--- src/rtl/ucc_pkg.sv ---
// Shared definitions for the sequential universal code converter:
// code selectors, FSM state encoding and constant helper functions.
package ucc_pkg;

    localparam logic [1:0] CODE_BIN  = 2'd0;
    localparam logic [1:0] CODE_GRAY = 2'd1;
    localparam logic [1:0] CODE_BCD  = 2'd2;
    localparam logic [1:0] CODE_XS3  = 2'd3;

    typedef enum logic [1:0] {
        IDLE   = 2'd0,
        DECODE = 2'd1,
        ENCODE = 2'd2,
        DONE   = 2'd3
    } state_t;

    function automatic int clog2(input longint unsigned v);
        int r;
        longint unsigned x;
        r = 0;
        x = 1;
        while (x < v) begin
            x = x << 1;
            r++;
        end
        return r;
    endfunction

    function automatic longint unsigned pow10(input int n);
        longint unsigned r;
        r = 1;
        for (int i = 0; i < n; i++) r = r * 10;
        return r;
    endfunction

endpackage

--- src/rtl/ucc_dabble_step.sv ---
// One double-dabble iteration: add 3 to every BCD nibble >= 5, then shift
// the whole BCD word left by one, taking bit_in into the LSB.
module ucc_dabble_step #(
    parameter int DIGITS = 2
) (
    input  logic [4*DIGITS-1:0] bcd_in,
    input  logic                bit_in,
    output logic [4*DIGITS-1:0] bcd_out
);

    logic [4*DIGITS-1:0] adj;

    always_comb begin
        adj = bcd_in;
        for (int i = 0; i < DIGITS; i++) begin
            if (bcd_in[4*i +: 4] >= 4'd5) adj[4*i +: 4] = bcd_in[4*i +: 4] + 4'd3;
        end
        bcd_out = {adj[4*DIGITS-2:0], bit_in};
    end

endmodule

--- src/rtl/ucc_seq_converter.sv ---
// Multi-cycle converter between binary, Gray, BCD and excess-3 words with
// valid/ready handshakes, error flagging and a saturating error counter.
module ucc_seq_converter
    import ucc_pkg::*;
#(
    parameter int DIGITS = 2,
    parameter int CNT_W  = 8
) (
    input  logic                clk,
    input  logic                rst_n,
    input  logic                in_valid,
    output logic                in_ready,
    input  logic [4*DIGITS-1:0] in_data,
    input  logic [1:0]          selin,
    input  logic [1:0]          selout,
    output logic                out_valid,
    input  logic                out_ready,
    output logic [4*DIGITS-1:0] out_data,
    output logic                out_err,
    output logic                busy,
    output logic [CNT_W-1:0]    err_count
);

    localparam int              W      = 4 * DIGITS;
    localparam longint unsigned MAXV   = pow10(DIGITS) - 1;
    localparam int              BW     = clog2(MAXV + 1);
    localparam int              SW     = clog2(BW) + 1;
    localparam logic [W-1:0]    MAXV_W = W'(MAXV);

    state_t           state, state_d;
    logic [W-1:0]     word_r, word_d;
    logic [1:0]       selin_r, selin_d, selout_r, selout_d;
    logic [BW-1:0]    acc_r, acc_d;
    logic             err_r, err_d;
    logic [SW-1:0]    step_r, step_d;
    logic [W-1:0]     bcd_r, bcd_d;
    logic [W-1:0]     out_data_d;
    logic             out_err_d;
    logic [CNT_W-1:0] err_count_d;

    logic [W-1:0]     gray_bin;
    logic [W-1:0]     dab_out;
    logic [3:0]       nib, digit;
    logic [BW+3:0]    acc_mac;
    logic             cur_err, dec_last;
    logic [BW-1:0]    dec_val;

    function automatic logic [W-1:0] gray2bin(input logic [W-1:0] g);
        logic [W-1:0] b;
        b[W-1] = g[W-1];
        for (int i = W - 2; i >= 0; i--) b[i] = b[i+1] ^ g[i];
        return b;
    endfunction

    function automatic logic [W-1:0] add_xs3(input logic [W-1:0] v);
        logic [W-1:0] r;
        for (int i = 0; i < DIGITS; i++) r[4*i +: 4] = v[4*i +: 4] + 4'd3;
        return r;
    endfunction

    assign gray_bin  = gray2bin(word_r);
    assign in_ready  = (state == IDLE);
    assign busy      = (state != IDLE);
    assign out_valid = (state == DONE);

    ucc_dabble_step #(.DIGITS(DIGITS)) u_dabble (
        .bcd_in  (bcd_r),
        .bit_in  (acc_r[BW-1]),
        .bcd_out (dab_out)
    );

    always_ff @(posedge clk or negedge rst_n) begin
        if (!rst_n) begin
            state     <= IDLE;
            word_r    <= '0;
            selin_r   <= CODE_BIN;
            selout_r  <= CODE_BIN;
            acc_r     <= '0;
            err_r     <= 1'b0;
            step_r    <= '0;
            bcd_r     <= '0;
            out_data  <= '0;
            out_err   <= 1'b0;
            err_count <= '0;
        end else begin
            state     <= state_d;
            word_r    <= word_d;
            selin_r   <= selin_d;
            selout_r  <= selout_d;
            acc_r     <= acc_d;
            err_r     <= err_d;
            step_r    <= step_d;
            bcd_r     <= bcd_d;
            out_data  <= out_data_d;
            out_err   <= out_err_d;
            err_count <= err_count_d;
        end
    end

    // Digit-serial decoders consume the MS nibble of word_r, which shifts left each cycle.
    always_comb begin
        nib      = word_r[W-1 -: 4];
        digit    = nib;
        cur_err  = 1'b0;
        dec_last = 1'b1;
        unique case (selin_r)
            CODE_BIN: cur_err = (word_r > MAXV_W);
            CODE_GRAY: cur_err = (gray_bin > MAXV_W);
            CODE_BCD: begin
                cur_err  = (nib > 4'd9);
                dec_last = (step_r == SW'(DIGITS - 1));
            end
            default: begin
                digit    = nib - 4'd3;
                cur_err  = (nib < 4'd3) || (nib > 4'd12);
                dec_last = (step_r == SW'(DIGITS - 1));
            end
        endcase
        acc_mac = {4'd0, acc_r} * (BW+4)'(10) + (BW+4)'(digit);
        unique case (selin_r)
            CODE_BIN:  dec_val = word_r[BW-1:0];
            CODE_GRAY: dec_val = gray_bin[BW-1:0];
            default:   dec_val = acc_mac[BW-1:0];
        endcase
    end

    always_comb begin
        state_d     = state;
        word_d      = word_r;
        selin_d     = selin_r;
        selout_d    = selout_r;
        acc_d       = acc_r;
        err_d       = err_r;
        step_d      = step_r;
        bcd_d       = bcd_r;
        out_data_d  = out_data;
        out_err_d   = out_err;
        err_count_d = err_count;

        unique case (state)
            IDLE: begin
                if (in_valid) begin
                    word_d   = in_data;
                    selin_d  = selin;
                    selout_d = selout;
                    acc_d    = '0;
                    err_d    = 1'b0;
                    step_d   = '0;
                    state_d  = DECODE;
                end
            end
            DECODE: begin
                acc_d  = dec_val;
                err_d  = err_r | cur_err;
                word_d = word_r << 4;
                step_d = step_r + SW'(1);
                if (dec_last) begin
                    step_d = '0;
                    bcd_d  = '0;
                    if (err_r | cur_err) begin
                        state_d    = DONE;
                        out_data_d = '0;
                        out_err_d  = 1'b1;
                        if (err_count != {CNT_W{1'b1}}) err_count_d = err_count + CNT_W'(1);
                    end else begin
                        state_d = ENCODE;
                    end
                end
            end
            ENCODE: begin
                unique case (selout_r)
                    CODE_BIN: begin
                        out_data_d = {{(W-BW){1'b0}}, acc_r};
                        out_err_d  = 1'b0;
                        state_d    = DONE;
                    end
                    CODE_GRAY: begin
                        out_data_d = {{(W-BW){1'b0}}, acc_r ^ (acc_r >> 1)};
                        out_err_d  = 1'b0;
                        state_d    = DONE;
                    end
                    default: begin
                        bcd_d  = dab_out;
                        acc_d  = acc_r << 1;
                        step_d = step_r + SW'(1);
                        if (step_r == SW'(BW - 1)) begin
                            out_data_d = (selout_r == CODE_XS3) ? add_xs3(dab_out) : dab_out;
                            out_err_d  = 1'b0;
                            state_d    = DONE;
                        end
                    end
                endcase
            end
            DONE: begin
                if (out_ready) state_d = IDLE;
            end
            default: state_d = IDLE;
        endcase
    end

endmodule

--- config.mk ---
export PLATFORM = sky130hd
export DESIGN_NAME = ucc_seq_converter
export DESIGN_NICKNAME = d
export VERILOG_FILES = /design/src/rtl/ucc_pkg.sv /design/src/rtl/ucc_dabble_step.sv /design/src/rtl/ucc_seq_converter.sv
export SDC_FILE = /design/constraint.sdc
export NUM_CORES = 1
export LEC_CHECK = 0
export ABC_AREA = 0
export BUFFER_PORTS_ARGS = -buffer_cell sky130_fd_sc_hd__buf_4
export CAP_MARGIN = 20
export CORE_ASPECT_RATIO = 0.5
export CORE_UTILIZATION = 40
export DETAILED_ROUTE_END_ITERATION = 10
export PLACE_DENSITY = 0.56
export SYNTH_ARGS = -nofsm -noshare
export SYNTH_HDL_FRONTEND = slang
export SYNTH_SLANG_ARGS = --single-unit
export TNS_END_PERCENT = 5
--- constraint.sdc ---
create_clock -name clk -period 3.4 [get_ports clk]
set_input_delay 0.68 -clock clk [delete_from_list [all_inputs] [get_ports clk]]
set_output_delay 0.68 -clock clk [all_outputs]
set_load 0.1 [all_outputs]
==> flow_metrics.env <==
export IMPL_clkLatencyLatePin_ps=300
export IMPL_yosysTopAreaCellShare_pct=35.47
export IMPL_cts_max_path_buffers=2
export IMPL_syn_area_per_cell_um2=9.274
export IMPL_die_y_um=69.07
export IMPL_place_area_mm2=0.003994
export IMPL_rows=24
export IMPL_num_nets_final=487
export IMPL_maxSlewViolCount=0
export IMPL_cts_root_buf="clkbuf_16"
export IMPL_grt_ovfl_total=0
export IMPL_arrival_ps=3620
export IMPL_setup_worst_path_start_class="flop"
export IMPL_syn_inst=388
export IMPL_holdBufCountCts=0
export IMPL_worstMarginPinSlew_ps=680.1
export IMPL_async_flop_share_pct=100.0
export IMPL_synth_top_area_cell="dfrtp_1"
export IMPL_r2r_start="word_r[7]"
export IMPL_antenna_found_initial=0
export IMPL_cts_tree="yes"
export IMPL_routed_wl_um=8679
export IMPL_num_io_pins=36
export IMPL_synth_edf_count=0
export IMPL_hold_viol_final=0
export IMPL_gp_congestion=0.8918
export IMPL_skew_ps=5.299
export IMPL_ant_nets=0
export IMPL_hp_class="in -> async"
export IMPL_post_synth_top_count_cell="dfrtp_1"
export IMPL_die_area_mm2=0.009403
export IMPL_crit_type="reg -> reg"
export IMPL_seq_area_frac_synth_pct=35.47
export IMPL_synth_area_mm2=0.003598
export IMPL_area_growth_pct=22.04
export IMPL_vias_per_cell=5.319
export IMPL_initial_core_util_pct=41.32
export IMPL_antennaDiodeCount=0
export IMPL_hpwl_um=6115
export IMPL_syn_num_nets=441
export IMPL_holdWs_ps=414.0
export IMPL_synth_distinct_cells=57
export IMPL_rsz0062_at_grt="true"
export IMPL_rr_worst_depth=15
export IMPL_max_slew_margin_pct=54.66
export IMPL_grt_pass1_wl_um=14020
export IMPL_netlist_top_cells_area="dfrtp_1 35%, ha_1 12%, xnor2_1 5.4%"
export IMPL_violations="setup timing"
export IMPL_path_max_fanout=6
export IMPL_cts_inserted_buffers=5
export IMPL_wire_per_inst_um=15.72
export IMPL_setup_viol=3
export IMPL_r2r_slack_ps=-20
export IMPL_route_detailed_drc=0
export IMPL_p_per_area_mw_per_mm2=1045
export IMPL_cts_sinks=51
export IMPL_numPortBuffers=35
export IMPL_leakagePower_nw=2.016
export IMPL_period_needed_ps=3423
export IMPL_setup_tns_ps=-48.77
export IMPL_min_period_over_period_pct=100.7
export IMPL_design_area_mm2=0.004392
export IMPL_grt_usage_pct=18.91
export IMPL_cap_violations=0
export IMPL_cp_required_ps=3590
export IMPL_status="finished, violations left"
export IMPL_synthTopCellsByCount="51 x dfrtp_1, 43 x nand2_1, 35 x ha_1"
export IMPL_grt_pass1_vias=2864
export IMPL_crit_path_start="word_r[7]"
export IMPL_ys_flop_type="dfrtp_1"
export IMPL_grt_max_degree=52
export IMPL_worst_slack_ps=-22.91
export IMPL_endpoint_kind="flop"
export IMPL_core_area_mm2=0.008708
export IMPL_ctsHtreeMaxLevel=2
export IMPL_synth_seq_cells=51
export IMPL_via_count=2936
export IMPL_fill_cells=775
export IMPL_layout_drive_gt1_share_pct=22.07
export IMPL_die_w_um=136.1
export IMPL_drt_first_pass_iters=4
export IMPL_path_clk_slew_ps=70
export IMPL_synth_warnings=0
export IMPL_fmax_mhz=292.1
export IMPL_drt_iter0_markers=188
export IMPL_vdd_drop_max_v=0.0006355
[cells by family (layout without fill, tap and decap cells)]
kind of cell	Yosys count	after routing	synth area share (%)
AO/OA/AOI/OAI	107	107	20.79
XOR/XNOR	32	32	7.788
adder cells (fa/ha/maj)	37	37	13.28
buffers and inverters	46	93	5.285
flip-flops	51	51	35.47
multiplexers	11	11	3.373
AND/OR/NAND/NOR	104	104	14.01
[cells in the final DEF (no fill, tap or decap), drive strengths merged, types with 9 or more instances in the layout]
cell   synthesis  routed
mux2           9       9
buf            3      51
ha            35      35
inv           33      33
nor2          20      20
dfrtp         51      51
xor2          10      10
xnor2         22      22
o21ai         33      33
a21oi         17      17
nand2         44      44
[layer usage]
layer / routed length [um] / vias up / global-route usage, %
li1: - / 1450 / -
met1: 4303 / 1418 / 27.21
met2: 3931 / 57 / 27.58
met3: 327 / 11 / 4.268
met4: 115 / 0 / 6.667
met5: 0 / - / 0
[stage by stage]
stage	std cells	total power [mW]	setup WS [ps]	utilization [%]
finish	552	4.591	-22.91	50.43
global route	552	4.927	-172.6	50.43
CTS	540	4.263	30.60	48.03
detailed placement	532	3.583	102.6	45.86
global placement	532	3.537	204.7	45.86
floorplan	388	2.986	142.8	-
[repair_timing]
item / in CTS / in global routing
gates resized for setup: 0 / 17
buffers inserted: 0 / 11
endpoints found under the setup margin: 0 / 16
[path summary, 6_finish.rpt]
check / end
max: out_data[5]
min: err_count[4]
max reg2reg: out_data[5]
min reg2reg: out_data[4]
max in group asynchronous: out_data[1]
min in group clk: out_data[4]
[registers in the layout (all words and copies together), names as in the netlist]
name / cells
step_r: 4
err_count: 8
acc_r: 7
state: 2
selout_r: 2
out_err: 1
bcd_r: 8
out_data: 8
word_r: 8
err_r: 1
selin_r: 2
[final cells by class]
type | count | area [um^2] | area share, %
Sequential cell | 51 | 1276 | 29.06
Inverter | 33 | 123.9 | 2.821
Tap cell | 117 | 146.4 | 3.333
Multi-Input combinational cell | 291 | 2220 | 50.54
Clock inverter | 2 | 60.06 | 1.368
Timing Repair Buffer | 52 | 436.7 | 9.943
Clock buffer | 6 | 128.9 | 2.934
[where the power goes]
part | leakage, nW | switching [mW] | internal [mW] | total, mW
combinational | 1.24 | 1.77 | 1.10 | 2.87
sequential | 0.682 | 0.287 | 0.781 | 1.07
clock | 0.0911 | 0.232 | 0.422 | 0.654
total | 2.02 | 2.29 | 2.30 | 4.59
[worst max-delay path, cell delays in order (launching register included)]
cell and delay (ps):
dfrtp_1 390, inv_2 100, ha_4 220, xor2_2 150, ha_1 360, xor2_2 180
ha_1 330, xor2_1 200, ha_2 200, nand4_1 100, o2111ai_2 110, o2111ai_4 150
o31ai_4 410, buf_12 180, a211oi_2 40, a21o_1 190
No activity file was read; power rests on OpenSTA's default activity.
